## config.mk

```make
export PLATFORM = sky130hd
export DESIGN_NAME = input_irq_sequencer_flat
export DESIGN_NICKNAME = d
export VERILOG_FILES = /design/src/rtl/input_irq_sequencer_if.sv /design/src/rtl/input_irq_sequencer.sv /design/src/flat_wrapper.sv
export SDC_FILE = /design/constraint.sdc
export NUM_CORES = 1
export LEC_CHECK = 0
export BUFFER_PORTS_ARGS = -buffer_cell sky130_fd_sc_hd__buf_2
export CORE_MARGIN = 4
export CORE_UTILIZATION = 45
export DETAILED_ROUTE_END_ITERATION = 10
export PLACE_DENSITY = 0.7
export SYNTH_ARGS = -nofsm -noshare
export SYNTH_HDL_FRONTEND = slang
export SYNTH_SLANG_ARGS = --single-unit
```

## constraint.sdc

```tcl
create_clock -name clk -period 2.8 [get_ports clk]
set_input_delay 0.42 -clock clk [delete_from_list [all_inputs] [get_ports clk]]
set_output_delay 0.42 -clock clk [all_outputs]
set_load 0.01 [all_outputs]
```

## src/rtl/input_irq_sequencer_if.sv

```systemverilog
// Register-port bundle between the interrupt sequencer and the input controller.
//   master (sequencer): drives we, register_addr, wr_data; receives irq, rd_data, done.
//   slave (controller): the mirror image.
interface input_irq_sequencer_if #(
  parameter int unsigned DATA_WIDTH = 64
);
  logic                  irq;
  logic [DATA_WIDTH-1:0] rd_data;
  logic                  done;
  logic                  we;
  logic [1:0]            register_addr;
  logic [DATA_WIDTH-1:0] wr_data;

  modport master (
    input  irq,
    input  rd_data,
    input  done,
    output we,
    output register_addr,
    output wr_data
  );

  modport slave (
    output irq,
    output rd_data,
    output done,
    input  we,
    input  register_addr,
    input  wr_data
  );
endinterface

```

## src/rtl/input_irq_sequencer.sv

```systemverilog
// Interrupt service sequencer for the input controller register port.
// On irq it reads the edge-capture register (addr 1), queues the non-zero edge snapshot in
// an event FIFO, then writes the same bits to the edge-clear register (addr 3), which drops
// irq without CPU involvement. Game logic pops events from the FIFO.
//
// Ports:
//   clk, rst_n        clock, asynchronous active-low reset
//   bus (master)      controller register port: irq, rd_data, done in; we, register_addr,
//                     wr_data out
//   evt_data/valid    FIFO head snapshot and non-empty flag
//   evt_ready         consumer pop (pop when evt_valid && evt_ready)
//   evt_ts            head timestamp (0 unless INPUT_IRQ_SEQ_TIMESTAMP_EN is defined)
//   overflow          sticky, an event was dropped on a full FIFO
//   timeout_err       sticky, a clear write was not acknowledged within TIMEOUT cycles
//   busy              registered, high while a service sequence is in progress
//   clr_err           synchronous clear of the sticky error flags
//
// Build option: define INPUT_IRQ_SEQ_TIMESTAMP_EN to add a 32-bit free-running cycle
// counter whose value in the READ cycle is stored with each event.
module input_irq_sequencer #(
  parameter int unsigned NUM_INPUTS = 12,
  parameter int unsigned DATA_WIDTH = 64,
  parameter int unsigned DEPTH      = 8,
  parameter int unsigned TIMEOUT    = 16,
  parameter int unsigned SETTLE     = 2
) (
  input  logic                  clk,
  input  logic                  rst_n,
  input_irq_sequencer_if.master bus,
  output logic [NUM_INPUTS-1:0] evt_data,
  output logic                  evt_valid,
  input  logic                  evt_ready,
  output logic [31:0]           evt_ts,
  output logic                  overflow,
  output logic                  timeout_err,
  output logic                  busy,
  input  logic                  clr_err
);

  localparam int unsigned AW = $clog2(DEPTH);
  localparam int unsigned PW = AW + 1;
  localparam int unsigned TW = $clog2(TIMEOUT + 1);
  localparam int unsigned SW = (SETTLE > 1) ? $clog2(SETTLE) : 1;

  localparam logic [1:0] AddrData  = 2'd1;
  localparam logic [1:0] AddrClear = 2'd3;

  typedef enum logic [1:0] {StIdle, StRead, StClear, StSettle} state_e;

  state_e                state_q, state_d;
  logic [NUM_INPUTS-1:0] snap_q, snap_d;
  logic [TW-1:0]         tmo_q, tmo_d;
  logic [SW-1:0]         settle_q, settle_d;
  logic                  overflow_q, overflow_d;
  logic                  timeout_q, timeout_d;
  logic                  busy_q, busy_d;

  logic [PW-1:0]         wr_ptr_q, wr_ptr_d;
  logic [PW-1:0]         rd_ptr_q, rd_ptr_d;
  logic [NUM_INPUTS-1:0] mem_q [DEPTH];
  logic [NUM_INPUTS-1:0] mem_d [DEPTH];

  logic fifo_full, fifo_empty;
  logic push_req, push, pop;
  logic ovf_set, tmo_set;

  logic unused_rd;
  assign unused_rd = ^bus.rd_data[DATA_WIDTH-1:NUM_INPUTS];

  // ---------------------------------------------------------------------------------------
  // FIFO status
  // ---------------------------------------------------------------------------------------
  assign fifo_empty = (wr_ptr_q == rd_ptr_q);
  assign fifo_full  = (wr_ptr_q[PW-1] != rd_ptr_q[PW-1]) &&
                      (wr_ptr_q[AW-1:0] == rd_ptr_q[AW-1:0]);
  assign pop        = !fifo_empty && evt_ready;

  // ---------------------------------------------------------------------------------------
  // Sequencer FSM and error flags
  // ---------------------------------------------------------------------------------------
  always_comb begin
    state_d    = state_q;
    snap_d     = snap_q;
    tmo_d      = tmo_q;
    settle_d   = settle_q;
    push_req   = 1'b0;
    tmo_set    = 1'b0;

    unique case (state_q)
      StIdle: begin
        if (bus.irq) state_d = StRead;
      end
      StRead: begin
        snap_d = bus.rd_data[NUM_INPUTS-1:0];
        if (snap_d == '0) begin
          // Spurious interrupt: nothing to queue or clear.
          state_d  = StSettle;
          settle_d = '0;
        end else begin
          push_req = 1'b1;
          state_d  = StClear;
          tmo_d    = '0;
        end
      end
      StClear: begin
        // tmo_q + 1 is the number of CLEAR cycles seen including this one.
        if (bus.done) begin
          state_d  = StSettle;
          settle_d = '0;
        end else if (tmo_q + TW'(1) == TW'(TIMEOUT)) begin
          tmo_set  = 1'b1;
          state_d  = StSettle;
          settle_d = '0;
        end else begin
          tmo_d = tmo_q + TW'(1);
        end
      end
      StSettle: begin
        if (settle_q == SW'(SETTLE - 1)) state_d = StIdle;
        else                             settle_d = settle_q + SW'(1);
      end
      default: state_d = StIdle;
    endcase
  end

  // A full FIFO still accepts a push when the consumer pops in the same cycle.
  assign push    = push_req && (!fifo_full || pop);
  assign ovf_set = push_req && fifo_full && !pop;

  // Set beats clear when both land in the same cycle.
  always_comb begin
    overflow_d = overflow_q;
    if (ovf_set)      overflow_d = 1'b1;
    else if (clr_err) overflow_d = 1'b0;

    timeout_d = timeout_q;
    if (tmo_set)      timeout_d = 1'b1;
    else if (clr_err) timeout_d = 1'b0;
  end

  // Busy also covers the cycle in which IDLE is re-entered, so it spans the whole
  // IDLE-to-IDLE sequence as seen from the consumer side.
  assign busy_d = (state_d != StIdle) || (state_q != StIdle);

  // ---------------------------------------------------------------------------------------
  // FIFO next state
  // ---------------------------------------------------------------------------------------
  always_comb begin
    mem_d    = mem_q;
    wr_ptr_d = wr_ptr_q;
    rd_ptr_d = rd_ptr_q;
    if (push) begin
      mem_d[wr_ptr_q[AW-1:0]] = snap_d;
      wr_ptr_d                = wr_ptr_q + PW'(1);
    end
    if (pop) rd_ptr_d = rd_ptr_q + PW'(1);
  end

  always_ff @(posedge clk or negedge rst_n) begin
    if (!rst_n) begin
      state_q    <= StIdle;
      snap_q     <= '0;
      tmo_q      <= '0;
      settle_q   <= '0;
      overflow_q <= 1'b0;
      timeout_q  <= 1'b0;
      busy_q     <= 1'b0;
      wr_ptr_q   <= '0;
      rd_ptr_q   <= '0;
      mem_q      <= '{default: '0};
    end else begin
      state_q    <= state_d;
      snap_q     <= snap_d;
      tmo_q      <= tmo_d;
      settle_q   <= settle_d;
      overflow_q <= overflow_d;
      timeout_q  <= timeout_d;
      busy_q     <= busy_d;
      wr_ptr_q   <= wr_ptr_d;
      rd_ptr_q   <= rd_ptr_d;
      mem_q      <= mem_d;
    end
  end

  // ---------------------------------------------------------------------------------------
  // Optional timestamp lane
  // ---------------------------------------------------------------------------------------
`ifdef INPUT_IRQ_SEQ_TIMESTAMP_EN
  logic [31:0] ts_q, ts_d;
  logic [31:0] ts_mem_q [DEPTH];
  logic [31:0] ts_mem_d [DEPTH];

  always_comb begin
    ts_d     = ts_q + 32'd1;
    ts_mem_d = ts_mem_q;
    if (push) ts_mem_d[wr_ptr_q[AW-1:0]] = ts_q;
  end

  always_ff @(posedge clk or negedge rst_n) begin
    if (!rst_n) begin
      ts_q     <= '0;
      ts_mem_q <= '{default: '0};
    end else begin
      ts_q     <= ts_d;
      ts_mem_q <= ts_mem_d;
    end
  end

  assign evt_ts = ts_mem_q[rd_ptr_q[AW-1:0]];
`else
  assign evt_ts = '0;
`endif

  // ---------------------------------------------------------------------------------------
  // Outputs; decoded from state so reset drops we asynchronously.
  // ---------------------------------------------------------------------------------------
  assign bus.we            = (state_q == StClear);
  assign bus.register_addr = (state_q == StClear) ? AddrClear : AddrData;
  assign bus.wr_data       = (state_q == StClear) ? DATA_WIDTH'(snap_q) : '0;

  assign evt_data    = mem_q[rd_ptr_q[AW-1:0]];
  assign evt_valid   = !fifo_empty;
  assign overflow    = overflow_q;
  assign timeout_err = timeout_q;
  assign busy        = busy_q;

endmodule

```

## src/flat_wrapper.sv

```systemverilog
// flat-port wrapper written by rule: the top's interface ports become plain ports
module input_irq_sequencer_flat 
#(
  parameter int unsigned NUM_INPUTS = 12,
  parameter int unsigned DATA_WIDTH = 64,
  parameter int unsigned DEPTH      = 8,
  parameter int unsigned TIMEOUT    = 16,
  parameter int unsigned SETTLE     = 2
)
  (clk, rst_n, evt_data, evt_valid, evt_ready, evt_ts, overflow, timeout_err, busy, clr_err, bus_irq, bus_rd_data, bus_done, bus_we, bus_register_addr, bus_wr_data);
  input_irq_sequencer_if #(.DATA_WIDTH(DATA_WIDTH)) bus_i ();
  input  logic clk;
  input  logic rst_n;
  output logic [NUM_INPUTS-1:0] evt_data;
  output logic evt_valid;
  input  logic evt_ready;
  output logic [31:0] evt_ts;
  output logic overflow;
  output logic timeout_err;
  output logic busy;
  input  logic clr_err;
  input wire logic [$bits(bus_i.irq)-1:0] bus_irq;
  input wire logic [$bits(bus_i.rd_data)-1:0] bus_rd_data;
  input wire logic [$bits(bus_i.done)-1:0] bus_done;
  output wire logic [$bits(bus_i.we)-1:0] bus_we;
  output wire logic [$bits(bus_i.register_addr)-1:0] bus_register_addr;
  output wire logic [$bits(bus_i.wr_data)-1:0] bus_wr_data;
  assign bus_i.irq = bus_irq;
  assign bus_i.rd_data = bus_rd_data;
  assign bus_i.done = bus_done;
  assign bus_we = bus_i.we;
  assign bus_register_addr = bus_i.register_addr;
  assign bus_wr_data = bus_i.wr_data;
  input_irq_sequencer #(.NUM_INPUTS(NUM_INPUTS), .DATA_WIDTH(DATA_WIDTH), .DEPTH(DEPTH), .TIMEOUT(TIMEOUT), .SETTLE(SETTLE)) u_core (.clk(clk), .rst_n(rst_n), .bus(bus_i), .evt_data(evt_data), .evt_valid(evt_valid), .evt_ready(evt_ready), .evt_ts(evt_ts), .overflow(overflow), .timeout_err(timeout_err), .busy(busy), .clr_err(clr_err));
endmodule
```

**Yosys cells after proc, flatten, opt, wreduce, memory -nomap -nowiden**

Index checks and enable logic that the tools add are counted.

- Register bits: 127
- Memories kept: 0
- Bits of input ports: 70
- Word-level logic and storage cells: 91
- RAM bits: 0
- ROM bits: 0
- Bits in latches: 0

- $mul: 0
- $add $sub $neg: 4
- Divide/modulo/power cells: 0
- Bitwise gates (word level): 2
- Shift-type cells: 0
- Order comparisons: 3
- Reductions and logical operators: 21
- Equality and inequality tests: 12
- Mux-type cells: 32

Operators by type and width:

| cell | number |
|---|---|
| bitwise mux 96 bit | 1 |
| two-way mux 12 bit | 5 |
| binary-select mux 12 bit (select 3 bit) | 1 |
| demux 12 bit (select 3 bit) | 1 |
| two-way mux 5 bit | 3 |
| two-way mux 1 bit | 13 |
| zero test 12 bit | 1 |
| two-way mux 2 bit | 5 |
| case mux 5 bit (2 select lines) | 1 |
| nonzero test 2 bit | 5 |
| adder 4 x 1 -> 4 bit (second input constant) | 2 |
| greater-or-equal comparator 4 bit (second input constant) | 2 |
| inverter 3 -> 4 bit | 2 |
| case mux 2 bit (4 select lines) | 1 |
| logical AND 1 bit | 6 |
| inequality test 2 bit (second input constant) | 3 |
| adder 5 x 1 -> 5 bit (second input constant) | 1 |
| == test 5 bit (second input constant) | 1 |
| == test 2 bit (second input constant) | 2 |
| == test 4 bit | 1 |
| less-than comparator 4 x 1 -> 1 bit (second input constant) | 1 |
| AND reduction 4 bit | 1 |
| == test 3 bit | 1 |
| zero test 1 bit | 3 |
| other kinds (10) | 11 |

**Logic depth before layout (Yosys ltp)**

Gate-level depths: netlist of the first run.

- Word-level depth: 7
- Mapped depth: 8
- Depth with buffers taken out: 5

**Least setup slack after synthesis of the first run**

OpenSTA, ideal clock, no wires.

- Path type: register to output
- Start: reg u_core.rd_ptr_q[0]
- End: out evt_data[0]
- Stages on the path, launching flop included: 5
- Data arrival time: 1.664 ns
- Data required time: 2.380 ns
- Buffers on the path: 2
- Setup slack: 0.716 ns
- Path through: dfrtp_1 > buf_4 > buf_2 > mux4_2 > mux2_2

- Word-level cells in the longest chain between the ends: 4

Ends and longest elaborated chain:

| element | line | RTL |
|---|---|---|
| start, declared | input_irq_sequencer.sv:59 | `logic [PW-1:0] rd_ptr_q, rd_ptr_d;` |
| start signal, assigned | input_irq_sequencer.sv:180 | `rd_ptr_q <= rd_ptr_d;` |
| inverter 3 -> 4 bit (implied by the code) | input_irq_sequencer.sv:221 | `assign evt_data = mem_q[rd_ptr_q[AW-1:0]];` |
| binary-select mux 12 bit (select 3 bit) | input_irq_sequencer.sv:221 |  |
| two-way mux 12 bit (implied by the code) (2 in series) | input_irq_sequencer.sv:221 |  |
| end, declared | flat_wrapper.sv:14 | `output logic [NUM_INPUTS-1:0] evt_data;` |

No other way between the ends. The select of a mux whose other input is x is not followed.

**Worst setup path in the final report of the first run**

- Start: reg u_core.rd_ptr_q[0]
- End: out evt_data[8]

The elaborated chain is that of the path after synthesis.

==> results.cfg, run 1 <==
[status]
status = complete, but fails checks
failed_checks = negative hold slack

[global_routing]
top_usage_layer = met2
grt_max_degree = 53
grt_pass1_vias = 4177
grtUsageMet3_pct = 4.33
use_met1_pct = 21.9
grt_overflow = 0
antenna_found_initial = 0
gr-usage-met2_pct = 28.0
gr-usage-all-layers_pct = 16.9
grt_pass1_wl_um = 21700

[power]
p_sw_mw = 3.31
power_frac_clock_pct = 24.7
power.leakage_nw = 3.38
p_sw_share_pct = 36.2
comb_power_share_pct = 40.0
p_per_area_nw_per_um2 = 1260
p_total_mw = 9.13
pwr-share-seq_pct = 35.4
peakVddDrop_v = 0.000802
p_int_mw = 5.82

[cts]
clock-sinks = 127
htreeDepth = 4
cts_setup_buffers = 0
cts_resized = 0
postCtsHoldBufs = 0
cts_tree = built
cts_buffers = 17
ctsLongestPathBuffers = 2
cts-root-buf = clkbuf_16
clk_latency_ps = 410
path_clk_slew_ps = 50

[setup_path]
r2r_setup_slack_ps = 490
worstPathMaxFanout = 24
worstReg2RegEnd = u_core.mem_q[89]$_DFFE_PN0P_
startpoint_type = register
arrival_ps = 2160
critPathKind = register to output port
worst_ep_required_time_ps = 2380
endpoint_kind = output port
ff2ff_path_depth = 4
r2r-start = u_core.wr_ptr_q[0]$_DFFE_PN0P_

[yosys]
syn_area_per_cell_um2 = 11.0
yosysSeqAreaShare_pct = 48.1
syn-cell-area_um2 = 6610
yosys.area.top_type = dfrtp_1
synth_edf_count = 0
synth_cell_type_count = 52
synth_area_leaders = dfrtp_1, buf_4, mux4_2
syn_inst = 600
yosysTopAreaCellShare_pct = 48.1
ys.flop_type = dfrtp_1
ys_ff_latch = 127
async_flop_share_pct = 100
ys.warnings.count = 0

[run]
drv_cap = 0

[timing]
skew_ps = 5.04
layout_setup_ws_ps = 224
rsz0062_at_grt = no
maxSlewHeadroom_pct = 23.0
min_period_ps = 2580
fmax_mhz = 388
hold_viol_final = 25
whs_ps = -15.5
post-route-period-util_pct = 92.0
setup-tns-final_ps = 0
slew_violations = 0
setup_viol = 0
tightest_slew_ps = 1150

[cells_and_area]
final_cell_mix = dfrtp_1, conb_1, nand2_1
diodes = 0
design_area_um2 = 7250
area_delta_synth_final_pct = 9.67
multiInputGateArea_um2 = 2820
fin_cells = 836
layout_commonest_cell = dfrtp_1
fillerInstances = 1294
num-nets-final = 712
final_util_pct = 50.1
drive_gt1_share_pct = 25.8
layout.area.seq_um2 = 3180

[floorplan]
dieWidth_um = 129
die_y_um = 129
ios = 185
floorplan.initialDensity_pct = 45.7
die_area_um2 = 16700
core_um2 = 14500
num_rows = 44

[place]
post-dp-hpwl_um = 8810
pre_cts_slack_ps = 571
dp.cells = 804
place_area_um2 = 6640
port_buffers = 47
place.gp.congestion = 0.742

[routing]
postRouteAntennaNets = 0
drc = 0
wl_per_cell_um = 15.9
firstDrtPassIters = 5
drtIter0Drc = 282
viasPerCell = 5.01
totalWireLength_um = 13300
vias = 4189

[hold_path]
hold_class = input port to asynchronous set/reset pin
layout make-up:
| class | instances | area share (%) |
|---|---|---|
| Multi-Input combinational cell | 418 | 38.9 |
| Tap cell | 184 | 3.17 |
| Clock inverter | 9 | 1.81 |
| Sequential cell | 127 | 43.8 |
| Inverter | 16 | 0.828 |
| Clock buffer | 23 | 6.59 |
| Timing Repair Buffer | 59 | 4.86 |
power groups by stage:
stage,combinational (mW),clock (mW),sequential (mW)
final,3.65,2.25,3.23
after global routing,4.05,2.39,3.34
after CTS,3.71,2.28,3.23
after detailed placement,3.67,0,3.24
after global placement,3.57,0,3.18
after floorplan,2.99,0,2.98
Yosys cell counts, drive strengths merged, types with 4 or more instances:
master  count
dfrtp     127
buf       116
a21oi      55
nor2       52
nand2      51
o21ai      49
mux4       24
inv        16
mux2       14
and2       12
mux2i      12
nand3       9
xnor2       9
clkbuf      6
o211a       5
o211ai      4
xor2        4
worst max path at each step:
stage,startpoint,to
floorplan,u_core.rd_ptr_q[0]$_DFFE_PN0P_,evt_data[0]
global placement,u_core.rd_ptr_q[0]$_DFFE_PN0P_,evt_data[11]
finish,u_core.rd_ptr_q[0]$_DFFE_PN0P_,evt_data[8]
detailed placement,u_core.wr_ptr_q[0]$_DFFE_PN0P_,u_core.mem_q[94]$_DFFE_PN0P_
global route,u_core.rd_ptr_q[0]$_DFFE_PN0P_,evt_data[8]
CTS,u_core.rd_ptr_q[0]$_DFFE_PN0P_,evt_data[11]
routing by layer:
layer | vias up | wire length, um
met3 | 17 | 683
li1 | 1967 | -
met2 | 126 | 6740
met1 | 2079 | 5730
met5 | - | 0
met4 | 0 | 175
cells by family after synthesis:
family	count (synthesis)	share of synthesized area, %
and+or+nand+nor	144	10.6
buffers and inverters	138	14.0
DFF	127	48.1
AOI/OAI and AO/OA	123	11.6
muxes	50	12.8
xor gates and xnor gates	13	2.23
adders and majority gates	3	0.568
other	2	0.114
critical path, cell delays in order (launching register included):
cell     delay (ps)
dfrtp_2         480
buf_12          260
mux4_2          530
mux2_2          310
buf_2           160
sequential cells by signal, indices dropped and copies added, names as in the netlist:
signal / flops
u_core.busy: 1
u_core.mem_q: 96
u_core.overflow: 1
u_core.rd_ptr_q: 4
u_core.settle_q: 1
u_core.snap_q: 12
u_core.state_q: 2
u_core.timeout_err: 1
u_core.tmo_q: 5
u_core.wr_ptr_q: 4
Note: power is estimated with default switching activity, not from simulation.
==> run 2: changes to the inputs <==
- CORE_UTILIZATION: 45 -> 35
- PLACE_DENSITY: 0.7 -> default
==> results.cfg, run 2 (synthesis results as in run 1) <==
[cts]
ctsLongestPathBuffers = 2
cts_tree = built
path_clk_slew_ps = 60
postCtsHoldBufs = 0
cts_resized = 0
clk_latency_ps = 410
cts_buffers = 17
clock-sinks = 127
htreeDepth = 4
cts-root-buf = clkbuf_16
cts_setup_buffers = 0

[cells_and_area]
fillerInstances = 1827
diodes = 0
design_area_um2 = 7290
largest-register = u_core.mem_q
reg_top3 = u_core.mem_q: 96 flops, u_core.snap_q: 12 flops, u_core.tmo_q: 5 flops
drive_gt1_share_pct = 26.4
layout_commonest_cell = dfrtp_1
fin_cells = 889
num-nets-final = 715
area_delta_synth_final_pct = 10.2
largest_reg_flops = 96
final_cell_mix = dfrtp_1, conb_1, nand2_1

[timing]
skew_ps = 10.4
maxSlewHeadroom_pct = 25.6
min_period_ps = 2680
post-route-period-util_pct = 95.8
whs_ps = 15.8
slew_violations = 0
rsz0062_at_grt = no
setup-tns-final_ps = 0
setup_viol = 0
hold_viol_final = 0
tightest_slew_ps = 1110
fmax_mhz = 373

[setup_path]
r2r_setup_slack_ps = 540
startpoint_type = register
worstPathMaxFanout = 20
endpoint_kind = output port
critPathKind = register to output port
arrival_ps = 2260
critPathLaunch = u_core.rd_ptr_q[0]$_DFFE_PN0P_
r2r-start = u_core.wr_ptr_q[2]$_DFFE_PN0P_
worst_ep_required_time_ps = 2380

[power]
power_frac_clock_pct = 23.3
pwr-share-seq_pct = 36.1
comb_power_share_pct = 40.7
p_per_area_nw_per_um2 = 1230
p_int_mw = 5.60
power.leakage_nw = 3.37
p_sw_share_pct = 37.8
peakVddDrop_v = 0.000830
p_sw_mw = 3.40

[routing]
viasPerCell = 4.59
drtIter0Drc = 236
totalWireLength_um = 13800
firstDrtPassIters = 4
drc = 0
postRouteAntennaNets = 0
wl_per_cell_um = 15.5
vias = 4083

[floorplan]
floorplan.initialDensity_pct = 35.5
num_rows = 50
core_um2 = 18600
ios = 185
die_y_um = 145
die_area_um2 = 21200
dieWidth_um = 145

[global_routing]
grt_max_degree = 46
antenna_found_initial = 0
grt_overflow = 0
gr-usage-all-layers_pct = 13.1
grt_pass1_wl_um = 22000
grt_pass1_vias = 3978

[place]
place.gp.congestion = 0.706
place_area_um2 = 6730
dp.cells = 857
port_buffers = 47
post-dp-hpwl_um = 9120

[run]
drv_cap = 0

[status]
status = complete, no violations

[hold_path]
hold_class = input port to asynchronous set/reset pin
==> run 2: cell count changes in the layout (fill, tap and decap cells not counted) <==
cell,delta
buf_4,+3
bufinv_16,-2
clkbuf_1,-2
clkbuf_8,-3
clkinv_4,+4
inv_6,+3
==> run 2: power groups by stage <==
stage	registers (mW)	clock network (mW)	logic, mW
after global routing	3.35	2.22	4.07
after floorplan	2.98	0	2.99
after global placement	3.24	0	3.65
after CTS	3.25	2.13	3.73
after detailed placement	3.27	0	3.71
final	3.25	2.09	3.66
==> run 2: stage by stage <==
stage / power (mW) / util (%) / worst slack (ps)
detailed placement: 6.98 / 36.1 / 498
CTS: 9.11 / 39.1 / 74.0
global placement: 6.89 / 36.1 / 516
floorplan: 5.97 / - / 716
finish: 9.00 / 39.1 / 118
global route: 9.65 / 39.1 / 10.9
==> run 2: layout make-up <==
type | instances | area [um2] | share of cell area, %
inverter | 16 | 60.1 | 0.824
sequential | 127 | 3180 | 43.6
timing repair buffer | 62 | 375 | 5.15
clock inverter | 14 | 133 | 1.82
multi-input combinational | 418 | 2820 | 38.7
tap | 234 | 293 | 4.02
clock buffer | 18 | 429 | 5.89
==> run 2: worst paths after layout <==
check / end / cells past startpoint
worst max-delay path: evt_data[3] / 4
worst min-delay path: u_core.mem_q[79]$_DFFE_PN0P_ / 1
worst max register to register: u_core.mem_q[18]$_DFFE_PN0P_ / 4
worst min register to register: u_core.mem_q[86]$_DFFE_PN0P_ / 2
max in group asynchronous: u_core.mem_q[50]$_DFFE_PN0P_ / 2
min in group clk: u_core.busy$_DFF_PN0_ / 2
==> run 2: critical path, stage by stage, from the launching register on <==
cell     delay [ps]
dfrtp_2         580
buf_12          260
mux4_2          530
mux2_2          320
buf_2           150
==> run 2: routing by layer <==
metal	track usage (%)	vias to the layer above	part of all wire (%)
met5	0	-	0
met4	2.94	0	0.61
met3	3.64	5	4.6
met2	19.9	93	48
met1	18.9	2015	47
li1	-	1970	-
